<file path="src/rtl/rf_write_buffer.sv">
// rf_write_buffer: small circular FIFO that queues register-file writes
// when the regfile write port is busy, drains them in acceptance order at
// one write per cycle, and forwards pending data to the two read ports.
//
// Ports
//   clk, resetn                 clock, synchronous active-low reset
//   in_valid/in_ready           write request handshake
//   in_addr, in_data            request register index and value
//   rf_hold                     regfile write port unavailable this cycle
//   rf_wen/rf_waddr/rf_wdata    regfile write port (head entry)
//   raddr1/raddr2               read addresses also seen by the regfile
//   rf_rdata1/rf_rdata2         raw regfile read data
//   rdata1/rdata2               read data with pending-write bypass
//   count, full, empty          occupancy status
module rf_write_buffer #(
  parameter int unsigned DEPTH = 4
) (
  input  logic        clk,
  input  logic        resetn,
  input  logic        in_valid,
  output logic        in_ready,
  input  logic [4:0]  in_addr,
  input  logic [31:0] in_data,
  input  logic        rf_hold,
  output logic        rf_wen,
  output logic [4:0]  rf_waddr,
  output logic [31:0] rf_wdata,
  input  logic [4:0]  raddr1,
  input  logic [4:0]  raddr2,
  input  logic [31:0] rf_rdata1,
  input  logic [31:0] rf_rdata2,
  output logic [31:0] rdata1,
  output logic [31:0] rdata2,
  output logic [3:0]  count,
  output logic        full,
  output logic        empty
);

  localparam int unsigned PTR_W = (DEPTH > 1) ? $clog2(DEPTH) : 1;
  localparam int unsigned CNT_W = 4;
  localparam int unsigned AW    = 5;
  localparam int unsigned DW    = 32;
  localparam logic [CNT_W-1:0] DEPTH_C = CNT_W'(DEPTH);

  logic [PTR_W-1:0] head_q, head_d;
  logic [PTR_W-1:0] tail_q, tail_d;
  logic [CNT_W-1:0] count_q, count_d;
  logic [CNT_W-1:0] occ;

  logic [AW-1:0] addr_q [DEPTH];
  logic [DW-1:0] data_q [DEPTH];

  logic push;
  logic pop;

  // Occupancy as seen by outputs; forced empty while reset is held so the
  // outputs show reset values before the first clearing edge.
  assign occ      = resetn ? count_q : '0;
  assign count    = occ;
  assign full     = (occ == DEPTH_C);
  assign empty    = (occ == '0);
  assign in_ready = !full;

  // Address 0 completes the handshake but is never stored.
  assign push = in_valid && in_ready && (in_addr != AW'(0));

  assign rf_wen = !empty && !rf_hold;
  assign pop    = rf_wen;

  // Head entry drives the write port; zeros when nothing is pending.
  assign rf_waddr = empty ? '0 : addr_q[head_q];
  assign rf_wdata = empty ? '0 : data_q[head_q];

  // Next-state for pointers and occupancy; power-of-two depth wraps naturally.
  always_comb begin
    head_d  = head_q;
    tail_d  = tail_q;
    count_d = count_q;
    if (push) begin
      tail_d = tail_q + PTR_W'(1);
    end
    if (pop) begin
      head_d = head_q + PTR_W'(1);
    end
    unique case ({push, pop})
      2'b10:   count_d = count_q + CNT_W'(1);
      2'b01:   count_d = count_q - CNT_W'(1);
      default: count_d = count_q;
    endcase
  end

  // Pointer and occupancy registers.
  always_ff @(posedge clk) begin
    if (!resetn) begin
      head_q  <= '0;
      tail_q  <= '0;
      count_q <= '0;
    end else begin
      head_q  <= head_d;
      tail_q  <= tail_d;
      count_q <= count_d;
    end
  end

  // Entry storage; contents are not cleared, validity comes from count.
  always_ff @(posedge clk) begin
    if (resetn && push) begin
      addr_q[tail_q] <= in_addr;
      data_q[tail_q] <= in_data;
    end
  end

  // Bypass: walk oldest to youngest so the youngest match wins. The entry
  // being pushed this cycle is not yet in storage and is therefore ignored.
  always_comb begin
    logic [PTR_W-1:0] idx;
    idx    = head_q;
    rdata1 = rf_rdata1;
    rdata2 = rf_rdata2;
    for (int unsigned i = 0; i < DEPTH; i++) begin
      idx = head_q + PTR_W'(i);
      if (CNT_W'(i) < occ) begin
        if ((raddr1 != AW'(0)) && (addr_q[idx] == raddr1)) begin
          rdata1 = data_q[idx];
        end
        if ((raddr2 != AW'(0)) && (addr_q[idx] == raddr2)) begin
          rdata2 = data_q[idx];
        end
      end
    end
  end

endmodule

</file>
<file path="config.mk">
export PLATFORM = sky130hd
export DESIGN_NAME = rf_write_buffer
export DESIGN_NICKNAME = d
export VERILOG_FILES = /design/src/rtl/rf_write_buffer.sv
export SDC_FILE = /design/constraint.sdc
export NUM_CORES = 1
export LEC_CHECK = 0
export ABC_AREA = 0
export BUFFER_PORTS_ARGS = -buffer_cell sky130_fd_sc_hd__buf_2
export CAP_MARGIN = 5
export CORE_MARGIN = 2
export CORE_UTILIZATION = 39
export CTS_CLUSTER_DIAMETER = 30
export CTS_CLUSTER_SIZE = 28
export DETAILED_ROUTE_END_ITERATION = 8
export SYNTH_ARGS = -nofsm -noshare
export SYNTH_HDL_FRONTEND = slang
export SYNTH_SLANG_ARGS = --single-unit
export TNS_END_PERCENT = 1
</file>
<file path="constraint.sdc">
create_clock -name clk -period 4.03 [get_ports clk]
set_input_delay 0.403 -clock clk [delete_from_list [all_inputs] [get_ports clk]]
set_output_delay 0.403 -clock clk [all_outputs]
set_load 0.03 [all_outputs]
</file>
* After elaboration in Yosys (flattened, before gate mapping) *
Memory sizes are Yosys's and may differ from the RTL's. A register that Yosys moved wholly into a read port is not among the register bits.
Index checks and enable logic that the tools add are counted.
Widths: inputs -> output; s select.

operators by class
  add/subtract/negate cells = 6
  order comparisons = 4
  eq/ne operators = 11
  multiplexer cells = 26
  reduce and logical (&&, ||, !) cells = 20

operator list
  cell                 number
  $mux 32              17
  $eq 5x5->1           8
  $reduce_bool 5->1    3
  $logic_and 1x1->1    12
  $lt 1x4->1 const A   2
  $lt 2x4->1 const A   2
  $mux 2               4
  $pmux 4 s2           1
  $mux 5               1
  $add 2x1->2 const B  2
  $add 2x2->2 const B  2
  $add 4x1->4 const B  1
  $eq 4x3->1 const B   1
  $logic_not 4->1      1
  $mux 4               1
  $sub 4x1->4 const B  1
  $logic_not 1->1      3
  $eq 2x1->1 const B   1
  $eq 2x2->1 const B   1
  $mux 1               2
  $reduce_bool 2->1    1

storage, ports and cells
  flip-flop bits (word level) = 8
  memory bits (writable) = 148
  input bits = 115
  logic and storage cells = 72
  memories kept = 2

memories
  memory  depth  width  read ports  clocked after memory_dff  wr ports  RTL line  source
  data_q  4      32     4           1                         1         51        logic [DW-1:0] data_q [DEPTH];
  addr_q  4      5      4           1                         1         50        logic [AW-1:0] addr_q [DEPTH];

* Depth between registers and ports, before layout *
  depth after elaboration = 10
  mapped depth = 12
  depth with buffers taken out = 11

* Worst setup path after synthesis *
Ideal clock, no wire load.

  path kind = input-to-reg
  start point = input resetn
  end point = register count_q[3]
  library setup time = 0.076 ns
  arrival = 3.442 ns
  data required time = 3.954 ns
  slack = 0.513 ns
  stages = 12
  path buffers = 1
  cells stage by stage = clkbuf_1 > nand2_1 > nor4_1 > nor2_1 > inv_1 > ha_1 > ha_1 > a21o_1 > a21oi_1 > xnor2_1 > or3_1 > a21boi_0

on the way
  word-level cells in the longest chain between the ends = 7
  elaborated cells on any way between the ends = 12

ends and longest elaborated chain
  item                                             RTL line  source
  from (decl)                                      19        input logic resetn,
  $mux 4 *                                         58        assign occ = resetn ? count_q : '0;
  $eq 4x3->1 *                                     60        assign full = (occ == DEPTH_C);
  named net full                                   35        output logic full,
  $logic_not 1->1 *                                62        assign in_ready = !full;
  $logic_and 1x1->1 * (2 in series)                65        assign push = in_valid && in_ready && (in_addr != AW'(0));
  $eq 2x1->1 or $eq 2x2->1 (tied branches)         85        unique case ({push, pop})
  $pmux 4 s2 or $reduce_bool 2->1 (tied branches)  n/a
  to (signal assigned)                             101       count_q <= count_d;
  to (decl)                                        47        logic [CNT_W-1:0] count_q, count_d;

The timed path passes the listed nets; every way through them passes the cells marked *.
A chain may end at the register's enable or synchronous reset.

==> impl_metrics.env <==
export IMPL_async_reset_ff_share_pct=0
export IMPL_area_delta_synth_final_pct=20.0
export IMPL_wl_per_cell_um=24.4
export IMPL_place_hpwl_um=26800
export IMPL_wl_um=38800
export IMPL_finClkSkew_ns=0.0164
export IMPL_clockRootBuffer="clkbuf_16"
export IMPL_finalSetupTns_ns=-0.00395
export IMPL_core_area_um2=29800
export IMPL_ys_ff_latch=158
export IMPL_yosysWarnings=0
export IMPL_syn_area_um2=11900
export IMPL_cp_start_kind="flip-flop"
export IMPL_clk_latency_ns=0.43
export IMPL_vias=9602
export IMPL_synth_fp_nets=1101
export IMPL_drc=0
export IMPL_clk_path_buf_depth=2
export IMPL_gp_congestion=0.876
export IMPL_yosysUniqueCellTypes=61
export IMPL_viasPerCell=6.04
export IMPL_setup_ws_ns=-0.00395
export IMPL_most_common_layout_cells="buf_2 (216), edfxtp_1 (148), mux2i_1 (93), mux4_2 (83), nor2_1 (56)"
export IMPL_worstSetupPathType="reg2out"
export IMPL_num_rows=63
export IMPL_antenna_found_initial=5
export IMPL_fp_dieH_um=179
export IMPL_max_stage_delay_ns=0.56
export IMPL_path_cells="mux4_2, a211o_1, a211o_1, nor4_4, buf_6, buf_12, mux2_1, mux2_1, a221o_1, buf_4"
export IMPL_synth_main_ff_cell="edfxtp_1"
export IMPL_n_fill_cell=2733
export IMPL_drt_pass1_iterations=5
export IMPL_grt_max_degree=54
export IMPL_pre_cts_ws_ns=0.351
export IMPL_critPathRequiredTime_ns=3.63
export IMPL_dieArea_um2=31900
export IMPL_finalSetupViolations=1
export IMPL_postCtsHoldBufs=0
export IMPL_start_util_pct=39.9
export IMPL_tritoncts="built"
export IMPL_maxCapViolations=0
export IMPL_ir_drop_v=0.000222
export IMPL_worst_path_max_delay_cell="mux4_2"
export IMPL_fmax_mhz=248
export IMPL_track_usage_pct=24.0
export IMPL_grt_overflow_total=0
export IMPL_drt_iter0_drc=842
export IMPL_layout_drive_gt1_share_pct=38.5
export IMPL_clkTransAtPathRegs_ns=0.07
export IMPL_grt_pass1_wl_um=57000
export IMPL_synth_edf_count=148
export IMPL_place_port_buffers=223
export IMPL_crit_path_end_kind="output pin"
export IMPL_clock_sinks=158
export IMPL_slew_viol_final=0
export IMPL_nNetsFinal=1308
export IMPL_crit_arrival_ns=3.63
export IMPL_mostFrequentLayoutCell="buf_2"
export IMPL_finalHoldViolations=0
export IMPL_power_leakage_uw=0.00514
export IMPL_htree_levels=4
export IMPL_slew_headroom_pct=40.6
export IMPL_ys_seq_area_share_pct=39.1
export IMPL_min_period_over_period_pct=100
export IMPL_worst_slew_pin_slew_ns=0.891
export IMPL_worstHoldPathType="in2reg"
export IMPL_ant_nets=0
export IMPL_status="finished, violations left"
export IMPL_pin_count=224
export IMPL_die_w_um=179
export IMPL_cts_buffers=17
export IMPL_postSynthCellCount=978
export IMPL_p_per_area_nw_per_um2=363
export IMPL_violations="setup timing"
export IMPL_finalPower_uw=5180
export IMPL_rsz0062_at_grt="yes"
export IMPL_cp_max_fo=7
export IMPL_syn_area_per_cell_um2=12.1
export IMPL_grt_pass1_vias=9434
export IMPL_period_minus_slack_ns=4.03
-- power breakdown --
| group | switching [uW] | internal, uW | total [uW] |
|---|---|---|---|
| Combinational | 948 | 670 | 1620 |
| Clock | 736 | 887 | 1620 |
| Sequential | 70.6 | 1860 | 1930 |
-- path summary, 6_finish.rpt --
check                           slack, ns             to         from  depth (start not counted)
worst min register to register       0.56      tail_q[1]    tail_q[1]                          2
worst max register to register       1.16     count_q[3]   count_q[2]                         11
worst min-delay path                 0.18  data_q[1][11]  in_data[11]                          1
worst max-delay path               -0.004     rdata2[17]    flip-flop                         10
-- final cells by class --
class	instances	area (um^2)	share of cell area (%)
sequential	158	4660	32.7
timing repair buffer	279	1670	11.7
multi-input combinational	715	6790	47.6
tap	390	488	3.42
inverter	14	52.6	0.368
clock buffer	17	425	2.98
antenna	1	2.50	0.0175
clock inverter	15	173	1.21
-- worst max-delay path: cells and delay by family (launching register included) --
kind,cells,cell delay (ns)
compound gates,3,0.85
buf+inv,3,0.50
flops,1,0.41
mux,3,1.19
simple gates,1,0.25
-- routing by layer --
layer	wire, um	vias to the layer above	track usage, %
met5	47	-	0
met4	1020	8	7.38
met3	3450	73	5.31
met2	18400	468	39.0
met1	15900	4784	32.0
li1	-	4269	-
-- cells by family after synthesis --
kind of cell,Yosys count,synth area share (%)
xor+xnor,48,3.54
flops,158,39.1
mux,253,31.1
compound gates,185,11.1
simple gates,220,9.88
buf+inv,106,4.36
fa+ha+maj,8,0.906
-- sequential cells by signal, summed over array words and instances, names as in the netlist, named ones only --
| register | cells |
|---|---|
| head_q | 2 |
| count_q | 4 |
| addr_q | 20 |
| data_q | 128 |
| tail_q | 2 |
-- synth_stat cells, types with 3 or more instances --
| cell | count | area share, % |
|---|---|---|
| a211o_1 | 3 | 0.22 |
| a21oi_1 | 33 | 1.4 |
| a221o_1 | 47 | 4.0 |
| a31oi_1 | 3 | 0.16 |
| and2_1 | 30 | 1.6 |
| and3_1 | 10 | 0.53 |
| buf_1 | 14 | 0.44 |
| buf_2 | 12 | 0.51 |
| buf_6 | 9 | 0.85 |
| clkbuf_1 | 53 | 1.7 |
| dfxtp_1 | 10 | 1.7 |
| edfxtp_1 | 148 | 37 |
| ha_1 | 7 | 0.74 |
| inv_1 | 13 | 0.41 |
| mux2_1 | 34 | 3.2 |
| mux2_2 | 36 | 3.4 |
| mux2i_1 | 94 | 7.9 |
| mux2i_2 | 3 | 0.35 |
| mux4_2 | 83 | 16 |
| nand2_1 | 41 | 1.3 |
| nor2_1 | 58 | 1.8 |
| nor2b_1 | 38 | 2.0 |
| nor3_1 | 11 | 0.46 |
| nor4_1 | 9 | 0.47 |
| o211ai_1 | 21 | 1.3 |
| o21ai_0 | 50 | 2.1 |
| o21ai_1 | 6 | 0.25 |
| o221ai_1 | 11 | 0.81 |
| or2_1 | 3 | 0.16 |
| or4_1 | 4 | 0.25 |
| xnor2_1 | 35 | 2.6 |
| xor2_1 | 13 | 0.96 |
-- repair_timing --
action                                  CTS  global route
gates cloned                              0             2
buffers inserted                          3            11
endpoints found under the hold margin     0             0
gates resized for setup                  11            20
endpoints found under the setup margin   30            46
pin swaps                                 2             3
-- through the flow --
| stage | std cells | hold slack [ns] | util, % | instance area [um^2] |
|---|---|---|---|---|
| after floorplan | 978 | 0.502 | - | 11900 |
| after global placement | 1540 | 0.558 | 45.1 | 13400 |
| after detailed placement | 1540 | 0.551 | 45.1 | 13400 |
| after CTS | 1575 | 0.164 | 47.3 | 14100 |
| after global routing | 1588 | 0.166 | 47.9 | 14300 |
| final | 1589 | 0.178 | 47.9 | 14300 |
No activity file was read; power rests on OpenSTA's default activity.
